File: config.mk
export PLATFORM = sky130hd
export DESIGN_NAME = acude_controller
export DESIGN_NICKNAME = d
export VERILOG_FILES = /design/src/rtl/acude_controller.sv
export SDC_FILE = /design/constraint.sdc
export NUM_CORES = 1
export LEC_CHECK = 0
export BUFFER_PORTS_ARGS = -buffer_cell sky130_fd_sc_hd__buf_2
export CAP_MARGIN = 10
export CORE_MARGIN = 8
export CORE_UTILIZATION = 35
export DETAILED_ROUTE_END_ITERATION = 7
export GPL_ROUTABILITY_DRIVEN = 0
export HOLD_SLACK_MARGIN = 0.15
export PLACE_DENSITY_LB_ADDON = 0.2
export SLEW_MARGIN = 20
export SYNTH_ARGS = -nofsm -noshare
export SYNTH_HDL_FRONTEND = slang
export SYNTH_SLANG_ARGS = --single-unit
export TNS_END_PERCENT = 20
File: constraint.sdc
create_clock -name clk_2 -period 1.4 [get_ports clk_2]
set_clock_uncertainty 0.2 [all_clocks]
set_input_delay 0.28 -clock clk_2 [delete_from_list [all_inputs] [get_ports clk_2]]
set_output_delay 0.28 -clock clk_2 [all_outputs]
set_load 0.02 [all_outputs]
File: src/rtl/acude_controller.sv
// acude_controller: reservoir level display and fill-pump controller.
// Debounces the 2-bit level sensor, runs a fill/hold/fault state machine that
// drives the pump, and decodes the level, pump and fault onto a 7-segment
// display and a state code.
// Optional build macro ACUDE_BLINK_EN: blinks the fault code with a half-period
// of BLINK_HALF cycles. Without it the fault code is steady.
module acude_controller #(
    parameter int STABLE_CYCLES = 4,
    parameter int FILL_TIMEOUT  = 16,
    parameter int BLINK_HALF    = 8
) (
    input  logic       clk_2,
    input  logic       reset,
    input  logic [1:0] nivel,
    input  logic       reconhece,
    output logic [7:0] seg,
    output logic       bomba,
    output logic       alarme,
    output logic [1:0] estado
);

    localparam int CW = $clog2(STABLE_CYCLES);
    localparam int TW = $clog2(FILL_TIMEOUT);
    localparam logic [CW-1:0] CNT_MAX   = CW'(STABLE_CYCLES - 1);
    localparam logic [CW-1:0] CNT_ARM   = CW'(STABLE_CYCLES - 2);
    localparam logic [TW-1:0] TIMER_MAX = TW'(FILL_TIMEOUT - 1);

    if (STABLE_CYCLES < 2) begin : g_bad_stable
        $error("STABLE_CYCLES must be at least 2");
    end
    if (FILL_TIMEOUT < 2) begin : g_bad_timeout
        $error("FILL_TIMEOUT must be at least 2");
    end
    if (BLINK_HALF < 1) begin : g_bad_blink
        $error("BLINK_HALF must be at least 1");
    end

    typedef enum logic [1:0] {
        PARADO   = 2'b00,
        ENCHENDO = 2'b01,
        CHEIO    = 2'b10,
        FALHA    = 2'b11
    } state_t;

    logic [1:0]    r_nivel_s;
    logic [1:0]    r_cand;
    logic [CW-1:0] r_cnt;
    logic [1:0]    r_nivel_ok;
    logic [1:0]    r_nivel_prev;
    logic [TW-1:0] r_timer;
    state_t        r_state;
    state_t        w_state_next;
    logic          w_rise;
    logic          w_blank;

    // Sync stage plus debounce: a new level is accepted after it has been seen
    // unchanged for STABLE_CYCLES consecutive samples; the accept fires on the
    // same edge the counter reaches its saturation value.
    always_ff @(posedge clk_2) begin
        if (reset) begin
            r_nivel_s    <= '0;
            r_cand       <= '0;
            r_cnt        <= '0;
            r_nivel_ok   <= '0;
            r_nivel_prev <= '0;
        end else begin
            r_nivel_s    <= nivel;
            r_nivel_prev <= r_nivel_ok;
            if (r_nivel_s != r_cand) begin
                r_cand <= r_nivel_s;
                r_cnt  <= '0;
            end else begin
                if (r_cnt != CNT_MAX) begin
                    r_cnt <= r_cnt + 1'b1;
                end
                if (r_cnt >= CNT_ARM) begin
                    r_nivel_ok <= r_cand;
                end
            end
        end
    end

    assign w_rise = (r_nivel_ok > r_nivel_prev);

    // Fill timer: cleared outside ENCHENDO (so it is zero on entry) and on every
    // observed level rise; a level drop keeps it counting.
    always_ff @(posedge clk_2) begin
        if (reset) begin
            r_timer <= '0;
        end else if (r_state != ENCHENDO || w_rise) begin
            r_timer <= '0;
        end else begin
            r_timer <= r_timer + 1'b1;
        end
    end

    // State register.
    always_ff @(posedge clk_2) begin
        if (reset) begin
            r_state <= PARADO;
        end else begin
            r_state <= w_state_next;
        end
    end

    // Next-state logic; full level is tested before the timeout so it wins a tie.
    always_comb begin
        w_state_next = r_state;
        unique case (r_state)
            PARADO: begin
                if (r_nivel_ok == 2'b11) begin
                    w_state_next = CHEIO;
                end else if (r_nivel_ok == 2'b00) begin
                    w_state_next = ENCHENDO;
                end
            end
            ENCHENDO: begin
                if (r_nivel_ok == 2'b11) begin
                    w_state_next = CHEIO;
                end else if (r_timer == TIMER_MAX) begin
                    w_state_next = FALHA;
                end
            end
            CHEIO: begin
                if (r_nivel_ok != 2'b11) begin
                    w_state_next = PARADO;
                end
            end
            FALHA: begin
                if (reconhece) begin
                    w_state_next = PARADO;
                end
            end
            default: w_state_next = PARADO;
        endcase
    end

`ifdef ACUDE_BLINK_EN
    localparam int BW = (BLINK_HALF > 1) ? $clog2(BLINK_HALF) : 1;
    localparam logic [BW-1:0] BLINK_MAX = BW'(BLINK_HALF - 1);

    logic [BW-1:0] r_blink_cnt;
    logic          r_blink_off;

    // Fault blink: restarts in the visible phase on every entry to FALHA.
    always_ff @(posedge clk_2) begin
        if (reset || r_state != FALHA) begin
            r_blink_cnt <= '0;
            r_blink_off <= 1'b0;
        end else if (r_blink_cnt == BLINK_MAX) begin
            r_blink_cnt <= '0;
            r_blink_off <= ~r_blink_off;
        end else begin
            r_blink_cnt <= r_blink_cnt + 1'b1;
        end
    end

    assign w_blank = r_blink_off;
`else
    assign w_blank = 1'b0;
`endif

    // Moore output decode from the state and accepted level registers.
    always_comb begin
        bomba  = (r_state == ENCHENDO);
        alarme = (r_state == FALHA);
        estado = r_state;
        seg    = 8'h00;
        if (r_state == FALHA) begin
            seg = w_blank ? 8'h00 : 8'h71;
        end else begin
            unique case (r_nivel_ok)
                2'b00:   seg[6:0] = 7'h3F;
                2'b01:   seg[6:0] = 7'h06;
                2'b10:   seg[6:0] = 7'h5B;
                default: seg[6:0] = 7'h4F;
            endcase
            seg[7] = (r_state == ENCHENDO);
        end
    end

endmodule

# After elaboration in Yosys (flattened, before gate mapping)
# Cells that the tools add are included.
# word_totals
register_bits,16
in_bits,5
output_inout_bits,12
elab_cells,43
# classes
n_addsub,2
magnitude_cmp,2
n_eq_ne,15
muxes,9
bitwise_logic,1
reduce_logical,7
# op_table
operator,count
one-hot mux 7 bit (3 select lines),1
2-to-1 mux 2 bit,6
== test 2 bit (second input constant),4
2-to-1 mux 8 bit,1
inequality test 2 bit (second input constant),4
one-hot mux 2 bit (4 select lines),1
adder 4 x 1 -> 4 bit (second input constant),1
== test 2 x 1 -> 1 bit (second input constant),2
== test 4 bit (second input constant),1
logical NOT 2 bit,2
AND reduction 4 bit,1
OR reduction 2 bit,2
inequality test 3 x 1 -> 1 bit (second input constant),1
inequality test 3 bit (second input constant),1
adder 2 x 1 -> 2 bit (second input constant),1
greater-or-equal comparator 2 bit (second input constant),1
> comparator 2 bit,1
inequality test 2 x 1 -> 1 bit (second input constant),1
inequality test 2 bit,1
AND reduction 2 bit,1
logical OR 1 bit,1
inverter 1 bit,1

# Depth between registers and ports, before layout
# logic_depth
depth_word,4
depth_mapped,5

# Least setup slack after synthesis
# OpenSTA, ideal clock, no wires.
# synth_timing
path_type,reg2out
startpoint,"register r_state[1], in the netlist estado[1]"
endpoint,output seg[4]
arrival_ns,1.303
slack_ns,-0.383
stages_incl_launch_ff,4
path_buffers,0
cell_sequence,dfxtp_1 > nand2_1 > inv_1 > or3_1
# synth_via
elab_chain_len,2
# synth_lines
item,line_no,rtl
start: declaration,51,state_t r_state;
start signal: assignment,102,r_state <= w_state_next;
== test 2 bit,n/a,
net alarme,18,"output logic alarme,"
2-to-1 mux 8 bit,169,if (r_state == FALHA) begin
end: declaration,16,"output logic [7:0] seg,"
# The timed path passes the listed nets, and every way through them passes these cells.

# Worst setup path after layout
# layout_timing
startpoint,register r_nivel_ok[0]
endpoint,output seg[4]
# layout_via
elab_chain_len,3
elab_cells_between_ends,5
cone_classes,eq/ne (2); mux (2); reduce/logical (1)
# layout_lines
item,line_no,rtl
start: declaration,48,logic [1:0] r_nivel_ok;
start signal: assignment,77,r_nivel_ok <= r_cand;
"== test 2 bit, or another cell as far along",172,unique case (r_nivel_ok)
one-hot mux 7 bit (3 select lines) (*),172,
2-to-1 mux 8 bit (*),169,
# Every way passes the cells marked *; elsewhere a longest branch is shown, timed or not.

==> key figures <==
Outcome
  • Outcome: finished, violations left
  • Failing checks: setup timing

GRT
  • Antenna violations before repair: 0
  • Gr usage total: around 9%
  • Congestion Overflow GR: 0
  • First-pass GRT wire length: 2990 um
  • Largest net degree at the start of global routing: 10
  • Vias in the first global route: 691

Place
  • PortBufs: 16
  • DP Wirelength: 1260 um
  • Inst Count DP: 138

STA
  • Final number of max-transition violations: 0
  • Setup TNS: -3710 ps
  • Final Setup Violations: 17
  • Final Critical Period: 1870 ps
  • Final worst setup slack: -468 ps
  • Final Cycle Share: 133%
  • Rel. slew slack: about 74%
  • FMAX: ~540 MHz
  • Worst-Margin Slew: 395 ps
  • Unrepaired setup endpoints after global routing: true
  • WHS: approximately 130 ps
  • Final Hold Vio Count: 0

Clocking
  • CTS Root Cell: clkbuf_4
  • CTS tree: yes
  • CTS sink count: 16
  • Clk_lat worst skew: roughly 280 ps
  • Cts bufs inserted: 3
  • Worst-case clock buffer depth: 2
  • Clock transition at the registers of the reported paths: about 90 ps
  • H-tree Lvls: 1

Logic synthesis
  • Most frequent cells after synthesis: 16 x dfxtp_1, 11 x ha_1, 8 x nor2b_1, 6 x inv_1, 6 x nor2_1
  • Top-count cell post-synth: dfxtp_1
  • Compound-cell area share of the yosys netlist: slightly above 6%
  • Largest family of logic cells by synthesized area: simple AND/OR/NAND/NOR gates
  • Post-synthesis mux area share: 4.13%
  • Async S/R FF share, synth: 0%
  • Synth Area in Adders: 17.5%
  • Post-Synth XOR/XNOR Area: 5.56%
  • Synth top area share: between 40% and 50%
  • Mapped cell area: about 790 um2
  • Syn avg cell area: 9.61 um2
  • Post-Syn Nets: 98
  • Syn Inst Count: 82
  • Post-synth EDFFs: 0
  • Yosys synthesis warning count: 0
  • Top cells by area, synth: dfxtp_1 41%, ha_1 17%, nor2b_1 6.3%
  • Register area share after synthesis: 40.6%
  • Synth cell types: 25
  • Post-Synth Simple-Gate Area: 21.6%
  • Yosys reg bits: 16
  • Post-synth top area cell: dfxtp_1
  • Most common flop cell mapped by yosys: dfxtp_1

Floorplanning
  • Die area: 0.00403 mm2
  • Core area: 0.00217 mm2
  • Initial Util: 36.3%
  • Cell row count: 17
  • # IOs: 17
  • Die W: 63.5 um
  • DIE HEIGHT: roughly 63 um

Pwr
  • Leak: ~0.00058 uW
  • Max rail drop VDD: 0.601 mV
  • Power Density: a little over 800 mW/mm2

Drt
  • WL per Instance: 11.2 um
  • First drt pass iteration count: 4
  • Via count: approximately 680
  • Met2 WL: 865 um
  • Met3 Routed Length: 92 um
  • Final WL: 1680 um
  • Initial drt markers: 11
  • Number of remaining DRC errors: 0
  • Top routing layer in use: met4
  • Via-to-Cell Ratio: 4.51
  • Number of nets with antenna violations after routing: 0
  • Routed met1 length: slightly above 700 um

Flow run
  • Max_cap viols: 0

Finish
  • N_diodes: 0
  • Fraction of layout cells with a size suffix above 1: 53.3%
  • P&R area growth vs syn: 67.5%
  • Register Area: 337 um2
  • Nets: 139
  • Layout Cells excl Fill: 150
  • Fillcell total: 183
  • Area of the multi-input gates: 547 um2

Worst setup path
  • CP Launch Type: flop
  • CP Launch Point: r_nivel_ok[0]
  • Reg-to-Reg Start: r_nivel_ok[1]
  • Worst reg-to-reg path cell count: 6
  • Crit path kind: flop to primary output
  • Data required, critical path: 920 ps
  • Cell Chain, Critical Path: inv_6 -> ha_4 -> or3_4 -> buf_6
  • Setup crit end: seg[4]
  • R2R Path End: r_timer[2]
  • Worst path slowest cell: dfxtp_4
  • Register-to-register setup slack: -230 ps
  • CP Data Arrival Time: between 1000 and 1500 ps
  • Crit end category: primary output
  • CP max stage delay: approximately 390 ps
  • Worst-path maximum fanout: 4

Min path
  • HP Class: primary input to flop
-- how the worst min path moves through the flow --
stage            startpoint      endpoint  cells past startpoint
2_1_floorplan      nivel[0]  r_nivel_s[0]                      1
3_3_place_gp   r_nivel_s[0]     r_cand[0]                      1
3_5_place_dp   r_nivel_s[0]     r_cand[0]                      1
4_1_cts           reconhece     estado[1]                      4
5_1_grt           reconhece     estado[1]                      4
6_report          reconhece     estado[1]                      4
-- per-layer routing --
metal | up-vias | global-route usage, %
li1 | 354 | -
met1 | 304 | 9.37
met2 | 16 | 15.8
met3 | 2 | 3.89
met4 | 0 | 2.51
met5 | - | 0
-- cells by family (layout without fill, tap and decap cells) --
family	after synthesis	in the layout
AOI/OAI and AO/OA	7	7
buffers and inverters	8	48
adders and majority gates	11	11
xor gates and xnor gates	5	5
and+or+nand+nor	32	32
muxes	3	3
DFF	16	16
-- cells in the final DEF (no fill, tap or decap), drive strengths merged --
cell           n
and3b          1
nand2b         2
buf           34
a21oi          2
a211oi         1
a2111oi        1
o21ai          1
xor2           2
a2bb2oi        1
ha            11
inv            6
nor3           5
nor2b          8
mux2i          1
mux2           2
dlygate4sd3    3
dfxtp         16
nor2           6
or3            2
clkbuf         4
nor4           1
dlymetal6s4s   1
o211ai         1
nand3          2
nand2          4
nor3b          1
xnor2          3
-- where the power goes --
group	internal (uW)	total [uW]	switching, uW
clock	158	294	136
sequential	478	499	21.3
combinational	159	294	135
total	795	1090	292
-- through the flow --
| stage | setup slack [ps] | power (uW) | cell area, um2 | util, % |
|---|---|---|---|---|
| after floorplan | -45.7 | 648 | 848 | - |
| after global placement | -161 | 727 | 1060 | 48.7 |
| after detailed placement | -171 | 730 | 1060 | 48.7 |
| after CTS | -474 | 1080 | 1220 | 56.3 |
| after global routing | -514 | 1150 | 1320 | 60.8 |
| final | -468 | 1090 | 1320 | 60.8 |
-- final cells by class --
type	instances	area share [%]
Multi-Input combinational cell	58	41.4
Sequential cell	16	25.5
Inverter	6	2.09
Timing Repair Buffer	38	25.6
Clock buffer	4	2.75
Tap cell	28	2.65
-- registers in the layout, indices dropped and copies added, names as in the netlist --
name / cells
r_cand: 2
r_cnt: 2
r_timer: 4
r_nivel_ok: 2
estado: 2
r_nivel_prev: 2
r_nivel_s: 2
-- worst max-delay path: cells and delay by family (launching register included) --
| kind | cells | cell delay (ps) |
|---|---|---|
| flip-flops | 1 | 390 |
| adder cells (fa/ha/maj) | 1 | 150 |
| AND/OR/NAND/NOR | 1 | 380 |
| buffers and inverters | 2 | 190 |
-- timing repair --
item                                    in CTS  in global routing
endpoints found under the setup margin      20                 23
cloned                                       0                  0
endpoints found under the hold margin        9                  0
hold buffers                                 4                  0
buffers inserted                             0                  4
gates resized for setup                     28                 13
pin swaps                                    3                  2
Note: power is estimated with default switching activity, not from simulation.
